===== src/rtl/mux_scan_pkg.sv =====
// Shared types and constants for the 4:1 mux scan controller.
package mux_scan_pkg;

    typedef enum logic {
        IDLE = 1'b0,
        SCAN = 1'b1
    } state_t;

    typedef logic [1:0] chan_idx_t;

    localparam int DWELL_DEFAULT = 4;
    localparam int SLOT_W        = 2;
    localparam int NUM_CH        = 4;

endpackage


===== src/rtl/mux_scan_ctrl_chan_next_sel.sv =====
// Channel picker: next enabled channel above the current one, wrap flag,
// and lowest enabled channel of a mask.
module chan_next_sel
    import mux_scan_pkg::*;
(
    input  logic [NUM_CH-1:0] mask_i,
    input  chan_idx_t         cur_i,
    output chan_idx_t         nxt_o,
    output logic              wrap_o,
    output chan_idx_t         low_o
);

    // Descending scans so the last hit is the lowest qualifying channel.
    always_comb begin
        nxt_o  = cur_i;
        wrap_o = 1'b1;
        low_o  = '0;
        for (int i = NUM_CH - 1; i >= 0; i--) begin
            if (mask_i[i] && (i > int'(cur_i))) begin
                nxt_o  = chan_idx_t'(i);
                wrap_o = 1'b0;
            end
            if (mask_i[i]) begin
                low_o = chan_idx_t'(i);
            end
        end
    end

endmodule


===== src/rtl/mux_scan_ctrl.sv =====
// Round-robin scan of the enabled mux channels with fixed dwell; captures the
// returned mux output into one 2-bit slot per channel.
//
// state | meaning
// IDLE  | mux disabled (EN=1, S=00), waiting for start with a non-zero mask
// SCAN  | dwelling on channel S; sample y_in on the last dwell cycle
module mux_scan_ctrl
    import mux_scan_pkg::*;
#(
    parameter int DWELL = DWELL_DEFAULT,
    parameter int CW    = $clog2(DWELL)
) (
    input  logic       clk,
    input  logic       rst_n,
    input  logic       start,
    input  logic       stop,
    input  logic [3:0] mask,
    output logic [1:0] S,
    output logic       EN,
    input  logic [1:0] y_in,
    output logic [7:0] cap,
    output logic       busy,
    output logic       frame_done
);

    state_t          state_q, state_d;
    logic [CW-1:0]   cnt_q, cnt_d;
    chan_idx_t       sel_q, sel_d;
    logic            en_n_q, en_n_d;
    logic [7:0]      cap_q, cap_d;
    logic [3:0]      mask_q, mask_d;
    logic            stop_q, stop_d;
    logic            done_q, done_d;

    chan_idx_t       nxt_adv;
    logic            wrap_adv;
    chan_idx_t       unused_low_adv;
    chan_idx_t       low_new;
    chan_idx_t       unused_nxt_new;
    logic            unused_wrap_new;
    logic            last_dwell;
    logic            halt_req;

    // Advance uses the frame's latched mask; frame start uses the live mask.
    chan_next_sel u_adv (
        .mask_i (mask_q),
        .cur_i  (sel_q),
        .nxt_o  (nxt_adv),
        .wrap_o (wrap_adv),
        .low_o  (unused_low_adv)
    );

    chan_next_sel u_new (
        .mask_i (mask),
        .cur_i  (2'b00),
        .nxt_o  (unused_nxt_new),
        .wrap_o (unused_wrap_new),
        .low_o  (low_new)
    );

    assign last_dwell = (cnt_q == CW'(DWELL - 1));
    // A stop arriving in the final dwell cycle still ends this frame.
    assign halt_req   = stop_q | stop;

    always_comb begin
        state_d = state_q;
        cnt_d   = cnt_q;
        sel_d   = sel_q;
        en_n_d  = en_n_q;
        cap_d   = cap_q;
        mask_d  = mask_q;
        stop_d  = stop_q;
        done_d  = 1'b0;

        case (state_q)
            IDLE: begin
                cnt_d  = '0;
                sel_d  = '0;
                en_n_d = 1'b1;
                if (start && (mask != 4'b0000)) begin
                    mask_d  = mask;
                    sel_d   = low_new;
                    en_n_d  = 1'b0;
                    state_d = SCAN;
                end
            end
            SCAN: begin
                if (stop) begin
                    stop_d = 1'b1;
                end
                if (last_dwell) begin
                    case (sel_q)
                        2'd0:    cap_d[1:0] = y_in;
                        2'd1:    cap_d[3:2] = y_in;
                        2'd2:    cap_d[5:4] = y_in;
                        default: cap_d[7:6] = y_in;
                    endcase
                    cnt_d = '0;
                    if (!wrap_adv) begin
                        sel_d = nxt_adv;
                    end else begin
                        done_d = 1'b1;
                        if (halt_req || (mask == 4'b0000)) begin
                            state_d = IDLE;
                            en_n_d  = 1'b1;
                            sel_d   = '0;
                            stop_d  = 1'b0;
                            if (!halt_req) begin
                                mask_d = mask;
                            end
                        end else begin
                            mask_d = mask;
                            sel_d  = low_new;
                        end
                    end
                end else begin
                    cnt_d = cnt_q + CW'(1);
                end
            end
            default: begin
                state_d = IDLE;
            end
        endcase
    end

    always_ff @(posedge clk or negedge rst_n) begin
        if (!rst_n) begin
            state_q <= IDLE;
            cnt_q   <= '0;
            sel_q   <= '0;
            en_n_q  <= 1'b1;
            cap_q   <= '0;
            mask_q  <= '0;
            stop_q  <= 1'b0;
            done_q  <= 1'b0;
        end else begin
            state_q <= state_d;
            cnt_q   <= cnt_d;
            sel_q   <= sel_d;
            en_n_q  <= en_n_d;
            cap_q   <= cap_d;
            mask_q  <= mask_d;
            stop_q  <= stop_d;
            done_q  <= done_d;
        end
    end

    assign S          = sel_q;
    assign EN         = en_n_q;
    assign cap        = cap_q;
    assign busy       = (state_q == SCAN);
    assign frame_done = done_q;

endmodule


===== config.mk =====
export PLATFORM = sky130hd
export DESIGN_NAME = mux_scan_ctrl
export DESIGN_NICKNAME = d
export VERILOG_FILES = /design/src/rtl/mux_scan_pkg.sv /design/src/rtl/mux_scan_ctrl_chan_next_sel.sv /design/src/rtl/mux_scan_ctrl.sv
export SDC_FILE = /design/constraint.sdc
export NUM_CORES = 1
export LEC_CHECK = 0
export CORE_UTILIZATION = 51
export CTS_BUF_LIST = sky130_fd_sc_hd__clkbuf_2
export CTS_CLUSTER_SIZE = 20
export DETAILED_ROUTE_END_ITERATION = 8
export GPL_TIMING_DRIVEN = 0
export PLACE_DENSITY = 0.88
export SLEW_MARGIN = 20
export SYNTH_ARGS = -nofsm -noshare
export SYNTH_HDL_FRONTEND = slang
export SYNTH_HIERARCHICAL = 1
export SYNTH_SLANG_ARGS = --single-unit

===== constraint.sdc =====
create_clock -name clk -period 2.1 [get_ports clk]
set_input_delay 0.21 -clock clk [delete_from_list [all_inputs] [get_ports clk]]
set_output_delay 0.21 -clock clk [all_outputs]
set_load 0.03 [all_outputs]

# Word-level counts from Yosys, hierarchy flattened
# Cells that the tools add are included.
[totals]
register_bits = 20
in_bits = 10
[classes]
n_addsub = 1
n_lt_le_gt_ge = 3
n_eq_ne = 9
mux = 40
bitwise = 3
reduce_logical = 16
[op_table]
columns = ["op", "count"]
rows = [
  ["two-way mux 2 bit", 12],
  ["two-way mux 4 bit", 5],
  ["two-way mux 1 bit", 18],
  ["AND reduction 3 bit", 5],
  ["case mux 2 bit (2 select lines)", 2],
  ["case mux 4 bit (2 select lines)", 1],
  ["inequality test 2 x 1 -> 1 bit, second input constant", 3],
  ["inequality test 5 x 1 -> 1 bit, second input constant", 1],
  ["equality test 2 bit, second input constant", 2],
  ["> comparator 2 bit, first input constant", 2],
  ["logical AND 1 bit", 4],
  ["zero test 4 bit", 1],
  ["case mux 1 bit (2 select lines)", 2],
  ["AND reduction 4 bit", 1],
  ["nonzero test 4 bit", 1],
  ["inequality test 3 bit, second input constant", 1],
  ["OR reduction 3 bit", 1],
  ["adder 2 x 1 -> 2 bit, second input constant", 1],
  ["equality test 2 x 1 -> 1 bit, second input constant", 1],
  ["> comparator 1 x 2 -> 1 bit, first input constant", 1],
  ["zero test 2 bit", 1],
  ["inequality test 2 bit, second input constant", 1],
  ["inverter 1 bit", 2],
  ["AND reduction 2 bit", 1],
  ["other kinds (2)", 2],
]

# Depth between registers and ports, before layout
# Gate-level depths: netlist of the first run.
[logic_depth]
word_depth = 8
depth_mapped = 7

# By module
# The synthesis of the first run kept the hierarchy.
[modules_own_cells]
columns = ["module", "n_inst", "cells_each", "area_each_um2", "seq_area_each_um2"]
rows = [
  ["mux_scan_ctrl", 1, 71, 898.4, 501.7],
  ["chan_next_sel", 2, 15, 75.1, 0.0],
]

# Worst setup path before layout of the first run
# OpenSTA, ideal clock, no wires.
[synth_path]
path_kind = "register to register"
startpoint = "register sel_q[1] (netlist: S[1])"
endpoint = "register mask_q[0]"
setup_ps = 125
t_arrival_ps = 1743
t_required_ps = 1975
slack_ps = 232
stages_incl_launch_ff = 7
path_buffers = 0
period_less_slack_ps = 1868
path_cell_list = "dfrtp_1 inv_1 a21oi_1 o22a_1 nand3_1 o21ai_4 mux2_4"
[synth_via]
elab_chain_len = 7
elab_cells_between_ends = 11
cone_classes = "order compare (3); eq/ne (1); mux (3); reduce/logical (4)"
[synth_rtl]
columns = ["element", "line", "rtl"]
rows = [
  ["from (decl)", "mux_scan_ctrl.sv:28", "chan_idx_t sel_q, sel_d;"],
  ["from (signal assigned)", "mux_scan_ctrl.sv:139", "sel_q <= sel_d;"],
  ["> comparator 2 bit", "mux_scan_ctrl_chan_next_sel.sv:19", "if (mask_i[i] && (i > int'(cur_i))) begin"],
  ["logical AND 1 bit", "mux_scan_ctrl_chan_next_sel.sv:19", ""],
  ["two-way mux 1 bit (2 in a row)", "mux_scan_ctrl_chan_next_sel.sv:19", ""],
  ["two-way mux 1 bit (*)", "mux_scan_ctrl_chan_next_sel.sv:19", ""],
  ["named net wrap_adv", "mux_scan_ctrl.sv:36", "logic wrap_adv;"],
  ["inequality test 2 x 1 -> 1 bit (no line) (*)", "n/a", ""],
  ["AND reduction 4 bit (no line) (*)", "n/a", ""],
  ["to (signal assigned)", "mux_scan_ctrl.sv:142", "mask_q <= mask_d;"],
  ["to (decl)", "mux_scan_ctrl.sv:31", "logic [3:0] mask_q, mask_d;"],
]
# The timed path passes the listed nets; every way through them passes the cells marked *.
# A chain may end at the register's enable or synchronous reset.

# Final worst setup path of the first run
[layout_path]
startpoint = "register sel_q[1] (netlist: S[1])"
endpoint = "register mask_q[1]"
# The elaborated chain is that of the path after synthesis.

==> results of run 1 <==
[flip-flops by register name, summed over array words and instances, names as in the netlist]
register    flops
busy            1
cnt_q           2
stop_q          1
cap             8
EN              1
mask_q          3
frame_done      1
S               2
[worst reg2reg max path, stage by stage (launching register included)]
cell and delay, ns:
dfrtp_1 0.53, inv_1 0.11, a21oi_1 0.15, o22a_1 0.26, nand3_1 0.18, o21ai_4 0.23, mux2_4 0.32
[final cells by class]
cell class,count,share of cell area [%]
clock buffer,3,1.25
timing repair buffer,22,18.3
clock inverter,1,0.415
inverter,5,1.56
sequential,19,39.6
buffer,1,0.415
multi-input combinational,59,35.9
tap,25,2.60
[worst paths after layout]
check	slack, ns	to	cells past startpoint	startpoint
worst max-delay path	0.24	mask_q[1]	6	S[1]
worst min-delay path	0.36	frame_done	1	rst_n
worst max register to register	0.24	mask_q[1]	6	S[1]
worst min register to register	0.45	cnt_q[0]	1	cnt_q[0]
max in group asynchronous	1.24	cap[7]	1	rst_n
min in group clk	0.45	cnt_q[0]	1	cnt_q[0]
[cells in the final DEF (no fill, tap or decap), drive strengths merged, types with 2 or more instances in the layout]
cell / count
clkdlybuf4s50: 22
dfrtp: 18
mux2: 11
nor2: 9
nand2: 6
o21ai: 6
inv: 5
a21oi: 5
clkbuf: 3
nand3: 2
o211ai: 2
a21boi: 2
a211oi: 2
nor3: 2
[metal layers]
metal | up-vias | share of wire (%) | track usage (%)
met1 | 356 | 47 | 28.8
met4 | 0 | 0.91 | 7.27
met5 | - | 0 | 0
li1 | 349 | - | -
met3 | 2 | 1.5 | 2.40
met2 | 7 | 51 | 32.4
[power groups by stage]
stage / logic (uW) / clock network [uW] / registers [uW]
after detailed placement: 1010 / 0 / 695
after global routing: 1100 / 169 / 710
final: 1020 / 148 / 682
after floorplan: 443 / 0 / 898
after global placement: 989 / 0 / 683
after CTS: 1020 / 156 / 684
[per-stage QoR]
| stage | hold slack [ns] | cell area (um2) |
|---|---|---|
| 2_1_floorplan | -0.0856 | 933 |
| 5_1_grt | 0.414 | 1200 |
| 6_report | 0.360 | 1200 |
| 3_3_place_gp | 0.417 | 1180 |
| 4_1_cts | 0.381 | 1200 |
| 3_5_place_dp | 0.430 | 1180 |
==> impl_metrics.py, run 1 <==
metrics = {
    "status": {
        "status": "finished with violations",
        "violations": "design-rule violations",
    },
    "floorplan": {
        "start_util_pct": 54.1,
        "fp-row-count": 15,
        "io_pins": 23,
        "die_x_um": 44.8,
        "die_area_um2": 2010,
        "die_height_um": 44.8,
        "core-area_um2": 1730,
    },
    "placement": {
        "pre_cts_slack_ns": 0.291,
        "numPortBuffers": 22,
        "dp_hpwl_um": 1370,
        "gp_congestion": 0.784,
        "dp_cells": 131,
    },
    "finish": {
        "stdcell_count": 135,
        "n_antenna_cell": 0,
        "final_core_util_pct": 69.8,
        "fillers": 132,
        "register_area_um2": 477,
        "syn_to_final_growth_pct": 29.1,
        "final_nets": 122,
        "multi_input_area_um2": 433,
        "drive_gt1_share_pct": 13.6,
    },
    "sta": {
        "setup_tns_ns": 0,
        "fin_crit_sh_pct": 88.7,
        "max-slew-margin-rel_pct": 45.9,
        "finalCriticalPeriod_ns": 1.86,
        "finalMaxSlewViolations": 0,
        "rsz0062_at_grt": "false",
        "setup_violations": 0,
        "fin_skew_ns": 0.00408,
        "fmaxAchievable_ghz": 0.537,
        "tightestPinTransition_ns": 0.809,
        "setup_ws_ns": 0.238,
        "hold_viol": 0,
    },
    "route": {
        "route.vias.total": 714,
        "drcViolationCount": 1,
        "final_antenna_net_count": 0,
        "drt-total-wl_um": 1750,
        "post_drt_via_cell_ratio": 5.29,
        "first_pass_iters": 5,
        "routedWlPerCell_um": 13.0,
        "drt-initial-drc-count": 14,
    },
    "clocking": {
        "cts_hold_buf": 0,
        "clockBufferDepth": 2,
        "clock-sinks": 19,
        "postCtsSetupBuffers": 0,
        "cts_max_level": 1,
        "clkSlewWorstSetupHoldPaths_ns": 0.17,
        "cts-resized-gates": 0,
        "clockRootBuffer": "clkbuf_2",
        "cts_tree": "yes",
        "cts_buffers": 3,
        "clock_latency_ns": 0.29,
    },
    "critical_path": {
        "path_class": "flop to flop",
        "end_kind": "flop",
        "cp_top_family": "compound AO/OA/AOI/OAI gates",
        "cp.arrival_ns": 2.06,
        "startpoint_type": "flop",
        "path_buf_inv": 1,
        "cp_max_fo": 9,
        "cp.required_ns": 2.30,
        "critPathSlowestCell": "dfrtp_1",
        "crit_chain": "inv_1 -> a21oi_1 -> o22a_1 -> nand3_1 -> o21ai_4 -> mux2_4",
        "slowest_delay_ns": 0.53,
    },
    "power_and_ir_drop": {
        "p_comb_share_pct": 55.0,
        "power_density_nw_per_um2": 1530,
        "pwr-share-clk_pct": 8.0,
        "internal_power_uw": 1050,
        "irDropWorstVdd_v": 0.00102,
        "power_leakage_uw": 0.000514,
        "switching_share_pct": 43.1,
        "finalPower_uw": 1850,
        "p_switching_uw": 796,
        "p_seq_share_pct": 37.0,
    },
    "global_route": {
        "grt.total_usage_pct": 20.3,
        "overflow": 0,
        "grt_max_degree": 20,
        "grt_pass1_wl_um": 2970,
        "grt_pass1_vias": 681,
        "antenna_found_initial": 0,
    },
    "yosys": {
        "synth_nets": 95,
        "syn_inst": 84,
        "avgSynthCellArea_um2": 11.1,
        "yosys_warnings": 6,
        "syn-cell-area_um2": 933,
    },
    "hold_path": {
        "hp-class": "input port to async pin",
    },
    "run": {
        "drv_cap": 0,
    },
}
(Power assumes the default switching activity.)
==> run 2: changes to the inputs <==
Settings changed: CAP_MARGIN from default to 5.
==> results of run 2 <==
The final DEF is identical to that of run 1; final timing and power are the same.
==> run 3: changes to the inputs <==
Settings changed: HOLD_SLACK_MARGIN from default to 0.12.
==> results of run 3 <==
The final DEF is identical to that of run 1; final timing and power are the same.
==> edit, RTL diff (config.mk and constraints of run 3) <==
Set the package constant `DWELL_DEFAULT` to 8 (it was 4).
--- a/src/rtl/mux_scan_pkg.sv
+++ b/src/rtl/mux_scan_pkg.sv
@@ -8,7 +8,7 @@
 
     typedef logic [1:0] chan_idx_t;
 
-    localparam int DWELL_DEFAULT = 4;
+    localparam int DWELL_DEFAULT = 8;
     localparam int SLOT_W        = 2;
     localparam int NUM_CH        = 4;
 
Formal check against the unedited RTL: not equivalent (a bounded check fails within 10 cycles, from zero or initial values and one cycle with rst_n low).
==> edit against run 3 <==
Setup slack worse by 29 ps. Non-clock buffer count unchanged. Design area up 4.8%. Count of clock-buffer cells in the layout unchanged. Critical path depth up 1. Area after synthesis up 3.5%. Power up 10%. Sequential power up 6.2%. Wire length up 6.6%. Sequential cell count up 1. Largest power group unchanged.
==> edit: results (changes against run 3) <==
* Setup crit start: S[1]
* # H-tree levels at 1 (unchanged)
* Outcome: finished clean
* Skew final at 14.8 ps (+10.8 ps)
* Vias in the first global route at 761 (+12%)
* Clk pin slew, worst setup/hold paths at 200 ps (+30 ps)
* Max reg flops at 8 (unchanged)
* CP peak stage delay at 550 ps (+20 ps)
* Ant. Diodes at 0 (unchanged)
* WL per Instance at 13.6 µm (+5.0%)
* Nets@finish at 125 (+2.5%)
* Drt pass-1 iters at 4 (-1)
* Final min period at 1890 ps (+28.8 ps)
* Port bufs at 22 (unchanged)
* Post-synth net total at 98 (+3.2%)
* CTS buffer count at 3 (unchanged)
* Crit path max fanout at 9 (unchanged)
* Hpwl dp at 1430 µm (+4.6%)
* Worst Path Arrival at 2120 ps (+60 ps)
* Family with the most delay on the worst path: flip-flops
* Worst-Skew Late Latency at 330 ps (+40 ps)
* Post_cts resized at 0 (unchanged)
* Clk buf depth at 2 (unchanged)
* Maximum VDD drop at 0.925 mV (-9.6%)
* Post-CTS Setup Repair Bufs at 0 (unchanged)
* Max_cap viols at 0 (unchanged)
* DR iter-0 viols at 11 (-3)
* YS warnings at 6 (unchanged)
* Leakage power at 0.000550 µW (+7.0%)
* CP max-delay cell: dfrtp_1
* Largest net degree at the start of global routing at 21 (+5.0%)
* Overall Global Routing Usage at 21.1% (+0.83 points)
* First-pass GRT wire length at 3070 µm (+3.5%)
* Initial antenna violation count at 0 (unchanged)
* Sw Pwr at 816 µW (+2.5%)
* Share of cells above drive strength 1 at 11.6% (-2.0 points)
* Via/cell ratio at 5.50 (+3.9%)
* Hold WC Path Type: in2async
* Worst slew margin at 39.5% (-6.4 points)
* Placer Congestion at 0.800 (+2.1%)
-- edit: per-layer routing --
metal	up-vias	GRT usage [%]	share of wire, %
met5	-	0	0
met4	0	12.7	2.3
met3	5	5.56	4.6
met2	30	38.6	51
met1	360	21.0	42
li1	358	-	-
-- edit: worst reg2reg max path, delay by kind of cell (launching register included) --
kind | cells | cell delay, ps
flip-flops | 1 | 550
AND/OR/NAND/NOR | 3 | 420
multiplexers | 1 | 300
AO/OA/AOI/OAI | 2 | 420
buffers and inverters | 1 | 110
-- edit: cell type report --
cell class	instances	area (µm²)
Sequential cell	20	502
Fill cell	135	483
Multi-Input combinational cell	61	445
Timing Repair Buffer	22	220
Tap cell	25	31.3
Clock inverter	1	30.0
Clock buffer	3	15.0
Inverter	4	15.0
Buffer	1	3.75
-- edit: power by group through the flow --
stage | clock, µW | combinational (µW) | sequential [µW]
final | 285 | 1030 | 724
after global routing | 309 | 1110 | 750
after CTS | 296 | 1030 | 725
after detailed placement | 0 | 1020 | 735
after global placement | 0 | 990 | 723
after floorplan | 0 | 439 | 941
-- edit: stage by stage --
step                total power [µW]  util, %  cells  instance area [µm²]  setup slack (ps)
finish                          2040     72.3    137                 1260               209
CTS                             2050     72.3    137                 1260               230
detailed placement              1760     69.7    133                 1220               200
floorplan                       1380        -     86                  966               279
global placement                1710     69.7    133                 1220               238
global route                    2170     72.3    137                 1260               112
-- edit: final timing paths --
check | to | slack [ps] | cells past startpoint
max in group asynchronous | mask_q[3] | 1180 | 1
min reg2reg | cnt_q[0] | 450 | 1
max reg2reg | mask_q[2] | 210 | 7
max | mask_q[2] | 210 | 7
min in group clk | cnt_q[0] | 450 | 1
min | cap[5] | 360 | 1
